[config.mk]
export PLATFORM = sky130hd
export DESIGN_NAME = wav_mcu_irq_fast_ctrl
export DESIGN_NICKNAME = d
export VERILOG_FILES = /design/src/rtl/wav_mcu_irq_fast_ctrl.sv
export SDC_FILE = /design/constraint.sdc
export NUM_CORES = 1
export LEC_CHECK = 0
export ABC_AREA = 1
export BUFFER_PORTS_ARGS = -buffer_cell sky130_fd_sc_hd__buf_2
export CORE_MARGIN = 2
export CORE_UTILIZATION = 40
export DETAILED_ROUTE_END_ITERATION = 10
export MAX_ROUTING_LAYER = met4
export PLACE_DENSITY = 0.75
export REMOVE_ABC_BUFFERS = 1
export SKIP_LAST_GASP = 1
export SYNTH_ARGS = -nofsm -noshare
export SYNTH_HDL_FRONTEND = slang
export SYNTH_SLANG_ARGS = --single-unit
[constraint.sdc]
create_clock -name i_hclk -period 2.2 [get_ports i_hclk]
set_clock_uncertainty 0.15 [all_clocks]
set_input_delay 0.11 -clock i_hclk [delete_from_list [all_inputs] [get_ports i_hclk]]
set_output_delay 0.11 -clock i_hclk [all_outputs]
set_load 0.02 [all_outputs]
[src/rtl/wav_mcu_irq_fast_ctrl.sv]
`default_nettype none
// ---------------------------------------------------------------------------
// wav_mcu_irq_fast_ctrl : per-bit sync / edge / sticky / mask for irq_fast_i
// Revision: 1.0
// ---------------------------------------------------------------------------
module wav_mcu_irq_fast_ctrl #(
  parameter int NUM_IRQ = 15
) (
  input  logic               i_hclk,
  input  logic               i_hreset,
  input  logic [NUM_IRQ-1:0] i_irq_fast,
  input  logic [NUM_IRQ-1:0] i_clr_cfg,
  input  logic [NUM_IRQ-1:0] i_sticky_cfg,
  input  logic [NUM_IRQ-1:0] i_msk_cfg,
  input  logic [NUM_IRQ-1:0] i_sync_cfg,
  input  logic [NUM_IRQ-1:0] i_edge_cfg,
  output logic [NUM_IRQ-1:0] o_irq_fast,
  output logic               o_irq_any,
  output logic [NUM_IRQ-1:0] o_irq_fast_sta
);

  logic [NUM_IRQ-1:0] sync1_q, sync1_d;
  logic [NUM_IRQ-1:0] sync2_q, sync2_d;
  logic [NUM_IRQ-1:0] hist_q,  hist_d;
  logic [NUM_IRQ-1:0] pend_q,  pend_d;
  logic               any_q,   any_d;

  logic [NUM_IRQ-1:0] w_src;
  logic [NUM_IRQ-1:0] w_ev;
  logic [NUM_IRQ-1:0] w_masked;

  always_ff @(posedge i_hclk or posedge i_hreset) begin
    if (i_hreset) begin
      sync1_q <= '0;
      sync2_q <= '0;
      hist_q  <= '0;
      pend_q  <= '0;
      any_q   <= 1'b0;
    end else begin
      sync1_q <= sync1_d;
      sync2_q <= sync2_d;
      hist_q  <= hist_d;
      pend_q  <= pend_d;
      any_q   <= any_d;
    end
  end

  always_comb begin
    // The chain runs unconditionally so switching sync_cfg sees settled data.
    sync1_d  = i_irq_fast;
    sync2_d  = sync1_q;
    w_src    = (i_sync_cfg & sync2_q) | (~i_sync_cfg & i_irq_fast);
    hist_d   = w_src;
    w_ev     = (i_edge_cfg & w_src & ~hist_q) | (~i_edge_cfg & w_src);
    // Event has priority over clear so a collision never drops an interrupt.
    pend_d   = (i_sticky_cfg & (w_ev | (pend_q & ~i_clr_cfg))) | (~i_sticky_cfg & w_ev);
    w_masked = pend_q & ~i_msk_cfg;
    any_d    = |w_masked;
  end

  always_comb begin
    o_irq_fast_sta = pend_q;
    o_irq_fast     = w_masked;
    o_irq_any      = any_q;
  end

endmodule
`default_nettype wire
==> summary.md, run 1 <==
| Metric | Value |
|---|---|
| Synth top area share | 0.681 |
| Area delta synth->final | 71.4% |
| Leak pwr | around 2.2 nW |
| Largest net degree at the start of global routing | 34 |
| Top FF cell, synth | dfrtp_1 |
| Ratio of cells with drive above 1 in the final layout | 0.312 |
| Remaining Overflow, GRT | 0 |
| Antenna violations before repair | 0 |
| Vias per inst | about 4.2 |
| Netlist cell types | 7 |
| WL/cell | 11.0 µm |
| Yosys warns | 0 |
| Die Ht | around 80 µm |
| Gr usage total | 0.201 |
| Routability cong. | about 0.77 |
| Post-synth ARST share | 1.00 |
| Pwr dens | approximately 670 mW/mm² |
| VDD IR max | 0.000442 V |
| Max Fclk | 0.511 GHz |
| Status | complete, no violations |
| Relative slew slack | 0.593 |
| Hold crit path type | in -> reg |
| Post-Synth XOR/XNOR Area | 0 |
| DRT Pass-1 Iters | 3 |
| Setup TNS | 0 ns |
| CP Launch Type | input port |
| Synth Cell Area | between 0.002 and 0.0025 mm² |
| DRC errors left | 0 |
| Fin crit period | roughly 2 ns |
| I/O Pins | 123 |
| Standard-cell rows | 27 |
| Die area | 0.00622 mm² |
| Routed WL | between 5 and 6 mm |
| CTS tree | done |
| Count leader, synth | nand2_1 |
| Post-Syn Area per Cell | between 9 and 10 µm² |
| RSZ-0062 raised after global routing | no |
| Multiplexer share of the synthesized area | 0 |
| Clock tree sinks | 61 |
| Synth Register Bits | ~60 |
| Cells after synthesis | 231 |
| Adder-cell share of the synthesized area | 0 |
| Final worst-path cycle share | 0.890 |
| Iter 0 DRT Violations | 53 |
| Nets | between 500 and 600 |
| Maximum fanout along the worst path | 1 |
| Initial Util | 0.409 |
| Clock Tree Buf Depth | 2 |
| Largest family of logic cells by synthesized area | simple AND/OR/NAND/NOR gates |
| Post-DP HPWL | 3.58 mm |
| Compound-Gate Fraction of Synth Area | 0.0335 |
| Skew-Pair Late Insertion Delay | around 0.32 ns |
| Hold slack final | about 0.073 ns |
| H-tree depth | 3 |
| Vias | 2148 |
| Crit path kind | in -> reg |
| Top cells by count, synth | 85 x nand2_1, 61 x dfrtp_1, 52 x inv_1 |
| CP endpoint kind | flip-flop |
| Final setup vio count | 0 |
| Synth area leaders | dfrtp_1 68%, nand2_1 14%, inv_1 8.7% |
| Simple-Gate Fraction of Synth Area | 0.198 |
| Yosys top cell by area | dfrtp_1 |
| CP arrival | between 2 and 2.5 ns |
| Hold Violations, Final | 0 |
| Chip width | a little under 80 µm |
| Max cap viols | 0 |
| Req. time, crit path | around 2.3 ns |
| Final ANT Viol Nets | 0 |
| Slew Limit Fails | 0 |
| Post-synth EDFFs | 0 |
| Vias in the first global route | approximately 2300 |
| ANT cells | 0 |
| Post-CTS Resized | 0 |
| Actual slew at the worst max-slew pin | roughly 0.61 ns |
| Port Buffers | between 100 and 150 |
| CTS clock-pin slew for the worst setup and hold paths | 0.06 ns |
| First-pass GRT wire length | 9.27 mm |
| Pwr Total | 2.59 mW |
| Sequential share of the synthesized area | 0.681 |
| Root Buffer | clkbuf_8 |
| Placeable Area | approximately 0.0055 mm² |
| Total CTS buffers | 9 |
[area by class of cell]
| type | instances | area [µm²] |
|---|---|---|
| clock buffers | 14 | 173 |
| clock inverters | 1 | 5.00 |
| fillers | 444 | 1630 |
| inverters | 52 | 195 |
| multi-input cells | 118 | 519 |
| flip-flops and latches | 61 | 1530 |
| well taps | 72 | 90.1 |
| repair buffers | 193 | 1330 |
[path summary, 6_finish.rpt]
check	from	endpoint	slack, ns	cells after the start
min	i_msk_cfg[13]	o_irq_any$_DFF_PP0_	0.07	6
max reg2reg	o_irq_fast_sta[3]$_DFF_PP0_	o_irq_fast_sta[3]$_DFF_PP0_	0.28	4
max	i_sticky_cfg[13]	o_irq_fast_sta[13]$_DFF_PP0_	0.24	6
max in group asynchronous	i_hreset	sync2_q[14]$_DFF_PP0_	1.03	4
min in group asynchronous	i_hreset	sync1_q[10]$_DFF_PP0_	0.28	3
min reg2reg	sync1_q[8]$_DFF_PP0_	sync2_q[8]$_DFF_PP0_	0.20	0
[metrics by stage]
stage	cell area [µm²]	std cells	setup WS, ns	utilization
floorplan	2240	231	0.427	-
finish	3840	511	0.242	0.702
global route	3840	511	0.175	0.702
detailed placement	2960	426	1.08	0.541
global placement	2960	426	1.10	0.541
CTS	3840	511	0.300	0.702
[what timing repair did]
item	in CTS	in global routing
buffers inserted	0	0
hold endpoints to repair	73	0
hold buffers	70	0
[layer usage]
layer  GRT usage  share of wire
met1       0.204           0.39
met2       0.356           0.51
met4       0.109          0.023
met5           -              0
met3      0.0523          0.074
[cell usage in the layout, fill, tap and decap left out, drive strengths merged]
cell type / instances
o21ai: 15
nand3b: 15
clkinv: 1
buf: 123
inv: 52
clkbuf: 14
dlygate4sd3: 70
nand3: 1
nand2: 85
dfrtp: 61
nor2: 2
[logic make-up after synthesis]
kind of cell | count (synthesis)
compound gates | 15
buf+inv | 52
flops | 61
simple gates | 103
[critical path, cell delays in order]
cell           delay [ns]
dlygate4sd3_1        0.55
buf_2                0.13
nand3b_1             0.07
dlygate4sd3_1        0.56
nand2_1              0.05
dlygate4sd3_1        0.54
[flip-flops by register name, indices dropped and copies added, names as in the netlist]
name and count:
hist_q 15, sync2_q 15, o_irq_fast_sta 15, o_irq_any 1
sync1_q 15
[power by group]
part           internal [mW]  leakage (nW)  switching, mW
Sequential              1.20         0.720         0.0365
Clock                  0.494        0.0926          0.387
Combinational          0.243          1.39          0.226
Total                   1.94          2.20          0.650
No activity file was read; power rests on OpenSTA's default activity.
==> run 2: changes to the inputs <==
- SETUP_SLACK_MARGIN: not set -> 0.4
==> summary.md, run 2 (synthesis results as in run 1) <==
| Metric | Value |
|---|---|
| Most frequent cells in the layout | 122 x buf_2, 85 x nand2_1, 70 x dlygate4sd3_1 |
| Vias per inst | 4.19 (-0.42%) |
| Standard-cell rows | 27 (unchanged) |
| Vias in the first global route | 2273 (+0.49%) |
| CP Launch Type | input port |
| Placeable Area | 0.00547 mm² (unchanged) |
| Most common cell after layout, fill and taps aside | buf_2 |
| Max cap viols | 0 (unchanged) |
| R2R Setup Slk | 0.78 ns (+0.50 ns) |
| H-tree depth | 3 (unchanged) |
| Hold Crit Start | i_msk_cfg[13] |
| Fin crit period | 1.53 ns (-0.429 ns) |
| Final core utilization | 0.702 (unchanged) |
| Area delta synth->final | 71.4% (unchanged) |
| Total CTS buffers | 9 (unchanged) |
| FF-to-FF Start | sync2_q[8]$_DFF_PP0_ |
| Actual slew at the worst max-slew pin | 0.613 ns (+0.00380 ns) |
| Req. time, crit path | 2.31 ns (+0.06 ns) |
| Final ANT Viol Nets | 0 (unchanged) |
| Slew Limit Fails | 0 (unchanged) |
| Chip width | 78.9 µm (unchanged) |
| CTS tree | done |
| VDD IR max | 0.000441 V (-0.21%) |
| Remaining Overflow, GRT | 0 (unchanged) |
| Port Buffers | 122 (unchanged) |
| WL/cell | 11.3 µm (+2.7%) |
| DRC errors left | 0 (unchanged) |
| First-pass GRT wire length | 9.65 mm (+4.0%) |
| Antenna violations before repair | 0 (unchanged) |
| CP endpoint kind | flip-flop |
| Routability cong. | 0.772 (unchanged) |
| Crit path launch | i_sync_cfg[0] |
| Largest net degree at the start of global routing | 34 (unchanged) |
| ANT cells | 0 (unchanged) |
| Vias | 2139 (-0.42%) |
| RSZ-0062 raised after global routing | no |
| Hold path depth | 6 (unchanged) |
| Die area | 0.00622 mm² (unchanged) |
| Pwr dens | 671 mW/mm² (-0.53%) |
| Skew-Pair Late Insertion Delay | 0.32 ns (about the same) |
| CTS clock-pin slew for the worst setup and hold paths | 0.06 ns (about the same) |
| I/O Pins | 123 (unchanged) |
| Ratio of cells with drive above 1 in the final layout | 0.312 (unchanged) |
| R2r endpoint | o_irq_fast_sta[8]$_DFF_PP0_ |
| Hold Violations, Final | 0 (unchanged) |
| Crit path kind | in -> reg |
| Maximum fanout along the worst path | 2 (+1) |
| Die Ht | 78.9 µm (unchanged) |
| Initial Util | 0.409 (unchanged) |
| R2R depth | 5 (+1) |
| Gr usage total | 0.210 (+0.00862) |
| Status | complete, no violations |
| Nets | 527 (unchanged) |
| Max Fclk | 0.654 GHz (+28%) |
| DRT Pass-1 Iters | 3 (unchanged) |
| Relative slew slack | 0.591 (-0.00254) |
| Setup TNS | 0 ns (unchanged) |
| Crit path capture | o_irq_fast_sta[0]$_DFF_PP0_ |
| Routed WL | 5.78 mm (+2.7%) |
| Final setup vio count | 0 (unchanged) |
| Iter 0 DRT Violations | 45 (-15%) |
| Clock tree sinks | 61 (unchanged) |
| Clock Tree Buf Depth | 2 (unchanged) |
| Hold crit path type | in -> reg |
| Final worst-path cycle share | 0.695 (-0.195) |
| CP arrival | 1.64 ns (-0.37 ns) |
| Post-DP HPWL | 3.58 mm (unchanged) |
| Root Buffer | clkbuf_8 |
| Leak pwr | 2.20 nW (-0.21%) |
## run 2: what timing repair did
item	4_1_cts	5_1_grt
gates resized for setup	0	0
endpoints found under the hold margin	73	0
hold buffers	70	0
setup buffers	0	0
## run 2: cell type report
cell class / instances / area, µm²
clock inverter: 1 / 5.00
inverter: 52 / 195
multi-input combinational: 118 / 519
sequential: 61 / 1530
timing repair buffer: 193 / 1330
fill: 442 / 1630
tap: 72 / 90.1
clock buffer: 14 / 173
## run 2: worst min-delay path by stage
stage,endpoint
after floorplan,sync1_q[0]$_DFF_PP0_
after global placement,sync1_q[10]$_DFF_PP0_
after detailed placement,sync1_q[10]$_DFF_PP0_
after CTS,o_irq_any$_DFF_PP0_
after global routing,o_irq_any$_DFF_PP0_
final,o_irq_any$_DFF_PP0_
## run 2: power by group
group	internal (mW)	switching, mW
Combinational	0.231	0.226
Sequential	1.20	0.0362
Clock	0.494	0.385
Total	1.93	0.648
## run 2: through the flow
stage	area [µm²]	worst slack, ns	total power [mW]	cells	hold WS [ns]
after floorplan	2240	0.427	1.43	231	-0.00857
after global placement	2960	1.10	1.60	426	0.0723
after detailed placement	2960	1.08	1.61	426	0.0843
after CTS	3840	0.685	2.60	511	0.0664
after global routing	3840	0.610	2.72	511	0.100
final	3840	0.671	2.58	511	0.0650
## run 2: routing by layer
metal  GRT usage  vias up  share of wire  wire length (µm)
met1       0.223      953           0.40              2320
met2       0.374       84           0.51              2980
met5           -        -              0                 0
met3      0.0455       15          0.065               375
li1            -     1087              -                 -
met4      0.0966        0          0.019               112
## run 2: critical path: stages
cell,delay [ns]
dlygate4sd3_1,0.54
buf_2,0.13
o21ai_1,0.19
nand2_1,0.08
nand2_1,0.05
dlygate4sd3_1,0.53
==> run 3: changes to the inputs <==
- CORE_UTILIZATION: 40 -> 39
- PLACE_DENSITY: 0.75 -> 0.76
- clock period: 2.2 -> 1.4 ns (I/O delays scaled with it)
==> summary.md, run 3 (synthesis results as in run 1) <==
| Metric | Value |
|---|---|
| Status | complete, no violations |
| Slew Limit Fails | 0 (unchanged) |
| GR peak layer | met2 |
| Final Cell Area | 0.00442 mm² (+15%) |
| Worst-path cell chain | nand2_1 > inv_1 > buf_6 |
| CP endpoint kind | output port |
| Pwr dens | 996 mW/mm² (+49%) |
| Vias per inst | 4.38 (+4.6%) |
| H-tree depth | 3 (unchanged) |
| Clock tree sinks | 61 (unchanged) |
| Initial Util | 0.404 (-0.00499) |
| Critical path buffers and inverters | 2 (-1) |
| Req. time, crit path | 1.18 ns (-1.13 ns) |
| Pre-CTS setup slack | 0.338 ns (-0.740 ns) |
| Ratio of cells with drive above 1 in the final layout | 0.413 (+0.101) |
| Fin cells | 551 (+7.8%) |
| I/O Pins | 123 (unchanged) |
| Die area | 0.00637 mm² (+2.4%) |
| Root Buffer | clkbuf_8 |
| Port Buffers | 122 (unchanged) |
| Fillers | 318 (-28%) |
| Relative slew slack | 0.719 (+0.128) |
| Routed WL | 7.81 mm (+35%) |
| Post-DP HPWL | 3.67 mm (+2.4%) |
| Routability cong. | 0.717 (-7.1%) |
| Hold slack final | 0.0536 ns (-0.0114 ns) |
| Die Ht | 79.8 µm (+1.2%) |
| Max Fclk | a little under 0.8 GHz |
| Clock Tree Buf Depth | 2 (unchanged) |
| FF-to-FF Start | o_irq_fast_sta[12]$_DFF_PP0_ |
| Top delay family on crit path | flip-flops |
| Leak pwr | 2.44 nW (+11%) |
| Standard-cell rows | 27 (unchanged) |
| R2r endpoint | o_irq_any$_DFF_PP0_ |
| Hold Violations, Final | 0 (unchanged) |
| RSZ-0062 raised after global routing | yes |
| Largest net degree at the start of global routing | 34 (unchanged) |
| Pwr Total | 4.40 mW (+71%) |
| DRC errors left | 0 (unchanged) |
| Final ANT Viol Nets | 0 (unchanged) |
| Total CTS buffers | 9 (unchanged) |
| Actual slew at the worst max-slew pin | 0.422 ns (-0.192 ns) |
| CTS clock-pin slew for the worst setup and hold paths | 0.06 ns (about the same) |
| Crit path capture | o_irq_fast[3] |
| Final setup vio count | 0 (unchanged) |
| CP Launch Type | flip-flop |
| Fin crit period | 1.29 ns |
| DRT Pass-1 Iters | 4 (+1) |
| Area delta synth->final | 97.2% |
| Fin worst setup slack | 0.111 ns (-0.560 ns) |
| Hold crit path type | in -> reg |
| Hold path depth | 8 (+2) |
| CP arrival | 1.07 ns (-0.57 ns) |
| Placeable Area | 0.00554 mm² (+1.2%) |
| DP Area | 0.00296 mm² (-0.17%) |
| Crit path kind | reg -> out |
| M2 GR Usage | 0.466 (+0.0912) |
| Remaining Overflow, GRT | 0 (unchanged) |
| Vias | 2413 (+13%) |
| CP max stage cell | dfrtp_1 |
| Crit path launch | o_irq_fast_sta[3]$_DFF_PP0_ |
| Most frequent cells in the layout | 91 x buf_2, 76 x dlygate4sd3_1, 72 x nand2_1 |
| CP peak stage delay | 0.43 ns (-0.11 ns) |
| Antenna violations before repair | 0 (unchanged) |
| Skew-Pair Late Insertion Delay | 0.33 ns (about the same) |
| R2R depth | 6 (+1) |
| R2R Setup Slk | 0.19 ns (-0.59 ns) |
| Setup TNS | 0 ns (unchanged) |
| Grt met3 use | 0.0486 (+0.00319) |
| Nets | 565 (+7.2%) |
| Final core utilization | 0.797 (+0.0958) |
| Met1 Resource Use GR | 0.240 (+0.0167) |
| WL/cell | 14.2 µm (+25%) |
| Max cap viols | 0 (unchanged) |
| Chip width | 79.8 µm (+1.2%) |
| Maximum fanout along the worst path | 3 (+1) |
| Crit. path cell count | 3 (-3) |
| Vias in the first global route | 2573 (+13%) |
| Most common cell after layout, fill and taps aside | buf_2 |
| Gr usage total | 0.247 (+0.0369) |
| Iter 0 DRT Violations | 132 (+190%) |
| First-pass GRT wire length | 11.3 mm (+17%) |
| Placed cells | 427 (+0.23%) |
| VDD IR max | 0.000696 V (+58%) |
| Final worst-path cycle share | 0.921 |
| CTS tree | done |
==> run 3: changes by cell type in the layout (fill, tap and decap cells not counted), sizes merged <==
cell         previous run  this run
buf                   123       155
diode                   0         2
dlygate4sd3            70        76
==> run 3: layout make-up <==
class                      count  area [µm²]  share of cell area
tap                           72        90.1              0.0204
multi-input combinational    118         568               0.129
inverter                      52         195              0.0442
antenna                        2        5.00             0.00113
sequential                    61        1530               0.346
clock buffer                  14         173              0.0391
timing repair buffer         231        1850               0.420
clock inverter                 1        5.00             0.00113
==> run 3: timing repair <==
item	4_1_cts	5_1_grt
setup endpoints to repair	32	35
setup buffers	14	17
hold buffers	76	0
pin swaps	18	10
gates cloned	0	0
gates resized for setup	67	34
endpoints found under the hold margin	107	0
==> run 3: worst min-delay path by stage <==
stage	start	to
floorplan	i_irq_fast[0]	sync1_q[0]$_DFF_PP0_
global placement	i_hreset	hist_q[13]$_DFF_PP0_
detailed placement	i_hreset	sync2_q[11]$_DFF_PP0_
CTS	i_msk_cfg[13]	o_irq_any$_DFF_PP0_
global route	i_msk_cfg[5]	o_irq_any$_DFF_PP0_
finish	i_msk_cfg[5]	o_irq_any$_DFF_PP0_
==> run 3: routing by layer <==
metal | vias up | share of wire | wire [µm]
met1 | 1125 | 0.38 | 2990
li1 | 1162 | - | -
met2 | 103 | 0.53 | 4160
met5 | - | 0 | 0
met4 | 0 | 0.030 | 235
met3 | 23 | 0.054 | 422
==> run 3: worst reg2reg max path: cells and delay by family, from the launching register on <==
family / cells / cell delay [ns]
DFF: 1 / 0.44
and+or+nand+nor: 4 / 0.30
buffers and inverters: 2 / 0.21
==> run 3: report_power, final <==
part | internal [mW] | leakage, nW | switching, mW | total (mW)
registers | 1.89 | 0.719 | 0.0793 | 1.97
clock network | 0.777 | 0.0926 | 0.622 | 1.40
logic | 0.587 | 1.63 | 0.447 | 1.03
total | 3.25 | 2.44 | 1.15 | 4.40
